<file path="config.mk">
export PLATFORM = sky130hd
export DESIGN_NAME = serial_deserializer
export DESIGN_NICKNAME = d
export VERILOG_FILES = /design/src/rtl/serial_deserializer.sv
export SDC_FILE = /design/constraint.sdc
export NUM_CORES = 1
export LEC_CHECK = 0
export BUFFER_PORTS_ARGS = -buffer_cell sky130_fd_sc_hd__buf_4
export CAP_MARGIN = 20
export CORE_MARGIN = 2
export CORE_UTILIZATION = 48
export CTS_BUF_LIST = sky130_fd_sc_hd__clkbuf_8 sky130_fd_sc_hd__clkbuf_16
export DETAILED_ROUTE_END_ITERATION = 8
export PLACE_DENSITY = 0.73
export SLEW_MARGIN = 20
export SYNTH_ARGS = -nofsm -noshare
export SYNTH_HDL_FRONTEND = slang
export SYNTH_SLANG_ARGS = --single-unit
</file>
<file path="constraint.sdc">
create_clock -name clk -period 1.48 [get_ports clk]
set_input_delay 0 -clock clk [delete_from_list [all_inputs] [get_ports clk]]
set_output_delay 0 -clock clk [all_outputs]
set_load 0.05 [all_outputs]
</file>
<file path="src/rtl/serial_deserializer.sv">
// Serial-to-parallel receiver: collects WIDTH strobed bits into a word and hands it over via a valid/ack holding register.
// Optional even-parity check on a trailing bit is enabled by defining PARITY_CHECK_EN.
module serial_deserializer #(
   parameter int WIDTH = 8
) (
   input  logic             clk,
   input  logic             rst,
   input  logic             si,
   input  logic             sv,
   input  logic             dir,
   input  logic             start,
   output logic [WIDTH-1:0] q,
   output logic             q_valid,
   input  logic             q_ack,
   output logic             busy,
   output logic             ovr,
   input  logic             clr_ovr,
   output logic             perr
);

   localparam int CNT_W = $clog2(WIDTH + 1);
   localparam logic [CNT_W-1:0] LAST = CNT_W'(WIDTH - 1);

`ifdef PARITY_CHECK_EN
   typedef enum logic [1:0] {IDLE, SHIFT, PAR} state_t;
`else
   typedef enum logic [1:0] {IDLE, SHIFT} state_t;
`endif

   state_t           state_q, state_d;
   logic [WIDTH-1:0] sr_q, sr_d;
   logic [CNT_W-1:0] cnt_q, cnt_d;
   logic [WIDTH-1:0] q_q, q_d;
   logic             qv_q, qv_d;
   logic             ovr_q, ovr_d;
   logic [WIDTH-1:0] base, shifted, word;
   logic             commit, ovr_set, ack_eff;
`ifdef PARITY_CHECK_EN
   logic             perr_q, perr_d, perr_set;
`endif

   always_ff @(posedge clk or posedge rst) begin
      if (rst) begin
         state_q <= IDLE;
         sr_q    <= '0;
         cnt_q   <= '0;
         q_q     <= '0;
         qv_q    <= 1'b0;
         ovr_q   <= 1'b0;
`ifdef PARITY_CHECK_EN
         perr_q  <= 1'b0;
`endif
      end else begin
         state_q <= state_d;
         sr_q    <= sr_d;
         cnt_q   <= cnt_d;
         q_q     <= q_d;
         qv_q    <= qv_d;
         ovr_q   <= ovr_d;
`ifdef PARITY_CHECK_EN
         perr_q  <= perr_d;
`endif
      end
   end

   always_comb begin
      state_d = state_q;
      sr_d    = sr_q;
      cnt_d   = cnt_q;
      q_d     = q_q;
      qv_d    = qv_q;
      commit  = 1'b0;
      ovr_set = 1'b0;
`ifdef PARITY_CHECK_EN
      perr_set = 1'b0;
`endif
      // A restart empties the register so a coincident bit is the only one held
      base    = start ? '0 : sr_q;
      shifted = dir ? {si, base[WIDTH-1:1]} : {base[WIDTH-2:0], si};
      word    = shifted;
      ack_eff = q_ack & qv_q;

      if (start) begin
         state_d = IDLE;
         cnt_d   = '0;
         if (sv) begin
            sr_d    = shifted;
            cnt_d   = CNT_W'(1);
            state_d = SHIFT;
         end
      end else if (sv) begin
         case (state_q)
            IDLE: begin
               sr_d    = shifted;
               cnt_d   = CNT_W'(1);
               state_d = SHIFT;
            end
            SHIFT: begin
               sr_d = shifted;
               if (cnt_q == LAST) begin
                  cnt_d = '0;
`ifdef PARITY_CHECK_EN
                  state_d = PAR;
`else
                  commit  = 1'b1;
                  state_d = IDLE;
`endif
               end else begin
                  cnt_d = cnt_q + CNT_W'(1);
               end
            end
`ifdef PARITY_CHECK_EN
            PAR: begin
               state_d = IDLE;
               word    = sr_q;
               if (^{sr_q, si}) perr_set = 1'b1;
               else             commit   = 1'b1;
            end
`endif
            default: state_d = IDLE;
         endcase
      end

      if (commit) begin
         if (!qv_q || ack_eff) begin
            q_d  = word;
            qv_d = 1'b1;
         end else begin
            ovr_set = 1'b1;
         end
      end else if (ack_eff) begin
         qv_d = 1'b0;
      end

      ovr_d = ovr_set | (ovr_q & ~clr_ovr);
`ifdef PARITY_CHECK_EN
      perr_d = perr_set | (perr_q & ~clr_ovr);
`endif
   end

   assign q       = q_q;
   assign q_valid = qv_q;
   assign busy    = (state_q != IDLE);
   assign ovr     = ovr_q;
`ifdef PARITY_CHECK_EN
   assign perr    = perr_q;
`else
   assign perr    = 1'b0;
`endif

endmodule

</file>
## Yosys cells after proc, flatten, opt, wreduce, memory -nomap -nowiden

Index checks and enable logic that the tools add are counted.

| storage, ports and cells | value |
|---|---|
| bits in read-only memories | 0 |
| flip-flop bits (word level) | 24 |
| bits of input ports | 8 |
| bits in latches | 0 |
| memories | 0 |
| RAM bits | 0 |
| logic and storage cells | 54 |
| output and inout port bits | 12 |

| operators by class | value |
|---|---|
| shift-type cells | 0 |
| bitwise operators | 4 |
| multipliers | 0 |
| reduce and logical (&&, ||, !) cells | 14 |
| $lt $le $gt $ge | 0 |
| equality and inequality tests | 4 |
| div/mod/pow operators | 0 |
| add/subtract/negate cells | 1 |
| multiplexer cells | 25 |

Operator list:

| operator | count |
|---|---|
| $mux W8 | 6 |
| $mux W4 | 3 |
| $mux W1 | 11 |
| $reduce_and A2 Y1 | 5 |
| $pmux W4 S2 | 1 |
| $reduce_bool A2 Y1 | 4 |
| $mux W2 | 3 |
| $add A4 B1 Y4 const B | 1 |
| $eq A4 B3 Y1 const B | 1 |
| $pmux W2 S2 | 1 |
| $ne A3 B3 Y1 const B | 1 |
| $reduce_bool A3 Y1 | 1 |
| $and A1 B1 Y1 | 2 |
| $eq A2 B1 Y1 const B | 1 |
| $logic_not A2 Y1 | 1 |
| $ne A2 B1 Y1 const B | 1 |
| $reduce_or A2 Y1 | 1 |
| $logic_not A1 Y1 | 1 |
| $logic_or A1 B1 Y1 | 1 |
| $not A1 Y1 | 1 |
| $or A1 B1 Y1 | 1 |

## Logic depth before layout (Yosys ltp)

| logic depth | value |
|---|---|
| word-level depth | 7 |
| mapped depth | 5 |
| depth with buffers taken out | 4 |

## Worst setup path before layout

No wires, ideal clock.

| timing path | value |
|---|---|
| kind | register to register |
| from | register state_q[0] |
| to | register q_q[0] (netlist: q[0]) |
| cell stages (with the launch flop) | 5 |
| path slack | -0.201 ns |
| clock period less this slack | 1.681 ns |
| buffers on the path | 1 |
| required time | 1.355 ns |
| arrival time | 1.556 ns |
| setup time | 0.125 ns |
| cell sequence | dfrtp_1 -> and2b_1 -> and4_4 -> buf_6 -> mux2_4 |

| on the way | value |
|---|---|
| longest elaborated chain between the ends | 5 |

Ends and longest elaborated chain:

| what | line | source |
|---|---|---|
| start, declared | 30 | `state_t state_q, state_d;` |
| start signal, assigned | 54 | `state_q <= state_d;` |
| $eq A2 B1 Y1 | 92 | `case (state_q)` |
| $mux W1 | 92 |  |
| $mux W1 | 91 | `end else if (sv) begin` |
| $mux W1 | 83 | `if (start) begin` |
| $reduce_and A2 Y1 (no line) | -- |  |
| end signal, assigned | 57 | `q_q <= q_d;` |
| end, declared | 33 | `logic [WIDTH-1:0] q_q, q_d;` |

No other way between the ends.
A chain may end at the register's enable or synchronous reset.

## Worst setup path in the final report

| timing path | value |
|---|---|
| from | register cnt_q[1] |
| to | register q_q[3] (netlist: q[3]) |

| on the way | value |
|---|---|
| longest elaborated chain between the ends | 6 |

Ends and longest elaborated chain:

| what | line | source |
|---|---|---|
| start, declared | 32 | `logic [CNT_W-1:0] cnt_q, cnt_d;` |
| start signal, assigned | 56 | `cnt_q <= cnt_d;` |
| $eq A4 B3 Y1 | 100 | `if (cnt_q == LAST) begin` |
| $mux W1 | 100 |  |
| $mux W1 | 92 |  |
| $mux W1 | 91 |  |
| $mux W1 | 83 |  |
| $reduce_and A2 Y1 (no line) | -- |  |

No other way between the ends.

==> flow_summary.yaml <==
die:
  floorplan.io_pins: 20
  die_h_um: 52.4
  design.die.area_um2: 2750
  core_area_um2: 2210
  initial_core_util: 0.509
  die_w_um: 52.4
  fp-row-count: 17
clock_network:
  ctsLongestPathBuffers: 2
  worst_skew_pair.late_latency_ns: 0.26
  cts-root-buf: "clkbuf_8"
  numCtsBuffers: 3
  cts_max_level: 1
  cts_tree: "yes"
  cts_sinks: 23
  worst_setup_hold_path_clk_slew_ns: 0.08
synthesis:
  mappedNetlistArea_um2: 1130
  avgSynthCellArea_um2: 12.1
  synth_compound_area_frac: 0.0711
  number_of_storage_elements_in_the_synthesis_netlist: 23
  yosys-mux-area-fraction: 0.234
  arithmetic_cell_share_of_the_synthesized_area_counting_full_adders_half_adders_and_majority_gates: 0.0111
  largest_cells_by_area_after_synthesis: "dfrtp_1, mux2_4, mux2i_1"
  synth-edff-count: 0
  syn_nets: 102
  yosysTopAreaCell: "dfrtp_1"
  yosysWarnings: 0
  synthSimpleGateAreaFrac: 0.112
  syn_inst: 93
  largest_family_of_logic_cells_by_synthesized_area: "multiplexers"
  synthFlopType: "dfrtp_1"
  xor_and_xnor_area_share_after_synthesis: 0
  synth-seq-area-share: 0.511
  synth-async-reset-ratio: 1.00
  synthDominantCellAreaShare: 0.511
  yosysUniqueCellTypes: 30
timing:
  post-route-period-util: 0.995
  grt_setup_unrepaired: "yes"
  postLayoutSetupSlackWorst_ns: 0.00804
  timing.final.crit_period_ns: 1.47
  final-setup-viol-count: 0
  final.setup.tns_ns: 0
  fmax_mhz: 679
  finClkSkew_ns: 0.00347
  finalHoldViolations: 0
  slew_viol_final: 0
setup_path:
  crit_arrival_ns: 1.62
  timing.reg2reg.worst_path_depth: 4
  worst_setup_path_start_kind: "flip-flop"
  critPathRequiredTime_ns: 1.63
  crit_type: "flip-flop to flip-flop"
  critPathMaxFanout: 8
  crit_path_end_kind: "flip-flop"
pwr:
  total_leakage_power_nw: 0.680
  p_per_area_nw_per_um2: 874
  vdd.ir_drop.worst_mv: 0.590
cells_and_area:
  total_nets_final: 126
  mostFrequentLayoutCell: "buf_4"
  finalCoreUtilization: 0.617
  most-common-layout-cells: "buf_4, dfrtp_1, mux2i_1"
  n_antenna_cell: 0
  syn2layout_area_growth_pct: 21.1
  drive_gt1_frac: 0.414
grt:
  grt_first_pass_wirelength_mm: 3.47
  globalRouteTotalUtil: 0.172
  grt_start_max_net_pins: 24
  grt_antenna_before_repair: 0
  grt-ovfl-total: 0
  via_count_of_the_first_global_routing_pass: 724
drt:
  route.vias.total: 762
  drt.antenna.violating_nets: 0
  drt-total-wl_mm: 2.08
  total_drc_errors_in_the_routed_layout: 0
  drt-initial-drc-count: 18
  vias_per_cell: 5.29
  drt_pre_antenna_iters: 4
  routed_wire_length_per_instance_um: 14.4
min_path:
  worst_hold_path.num_cells: 3
  worst_hold_path_type: "input pin to flip-flop"
placement:
  hpwlAfterDp_mm: 1.46
  place.port_buffers: 18
  setup_slack_placement_ns: 0.0294
  gp_congestion: 0.856
status:
  status: "finished clean"
job:
  max_cap_viol_count: 0
-- worst paths after layout --
check	from	endpoint	slack (ns)
worst min-delay path	q_ack	q_valid	0.06
min in group asynchronous	rst	sr_q[3]	0.34
max in group asynchronous	rst	state_q[0]	0.89
worst max register to register	cnt_q[1]	q[3]	0.008
worst min register to register	sr_q[0]	sr_q[0]	0.52
worst max-delay path	cnt_q[1]	q[3]	0.008
-- sequential cells by signal (all words and copies together) (netlist names) --
register	cells
q	8
sr_q	8
cnt_q	4
ovr	1
q_valid	1
state_q	1
-- power by group --
group | switching [W] | total (W) | internal [W]
clock network | 0.000194 | 0.000382 | 0.000187
registers | 0.0000157 | 0.000664 | 0.000648
logic | 0.0000808 | 0.000146 | 0.0000657
-- worst max-delay path, cell delays in order (launching register included) --
cell and delay (ns):
dfrtp_1 0.38, ha_2 0.19, and2_4 0.14, and4_4 0.33, mux2_4 0.32
-- timing repair --
item / 4_1_cts / 5_1_grt
endpoints found under the hold margin: 25 / 0
setup endpoints to repair: 0 / 7
hold buffers: 3 / 0
resized for setup: 0 / 1
setup buffers: 0 / 1
-- cells in the mapped netlist, types with 2 or more instances --
library cell  number
nor3b_1            2
nand2_1            4
buf_6              2
mux2_4             7
mux2i_1            8
buf_2              3
inv_1              3
a21oi_1            4
and2b_1            2
nand3_1            3
inv_2              2
dfrtp_1           23
mux2_2             7
nor2_1             7
-- cell families (layout without fill, tap and decap cells) --
family	Yosys count	count (layout)
muxes	22	22
AOI/OAI and AO/OA	12	12
and+or+nand+nor	23	23
other	1	1
adders and majority gates	1	1
buffers and inverters	11	34
DFF	23	23
-- layout make-up --
type | count | area (µm²)
flip-flops and latches | 23 | 578
clock inverters | 1 | 5.00
well taps | 28 | 35.0
clock buffers | 3 | 41.3
fillers | 177 | 848
multi-input cells | 59 | 490
repair buffers | 25 | 195
inverters | 5 | 18.8
-- per-stage QoR --
stage / hold WS (ns) / instance area [µm²] / total power [W] / instances
floorplan: 0.00178 / 1130 / 0.000772 / 93
global placement: 0.0599 / 1280 / 0.000809 / 136
detailed placement: 0.0727 / 1280 / 0.000814 / 136
CTS: 0.0593 / 1350 / 0.00120 / 143
global route: 0.0818 / 1360 / 0.00124 / 144
finish: 0.0608 / 1360 / 0.00119 / 144
-- metal layers --
| metal | wire [µm] | vias to the layer above | global-route usage |
|---|---|---|---|
| li1 | - | 367 | - |
| met5 | 0 | - | 0 |
| met4 | 9 | 0 | 0.0513 |
| met3 | 51 | 2 | 0.0257 |
| met2 | 1050 | 10 | 0.283 |
| met1 | 968 | 383 | 0.235 |
(Power assumes the default switching activity.)
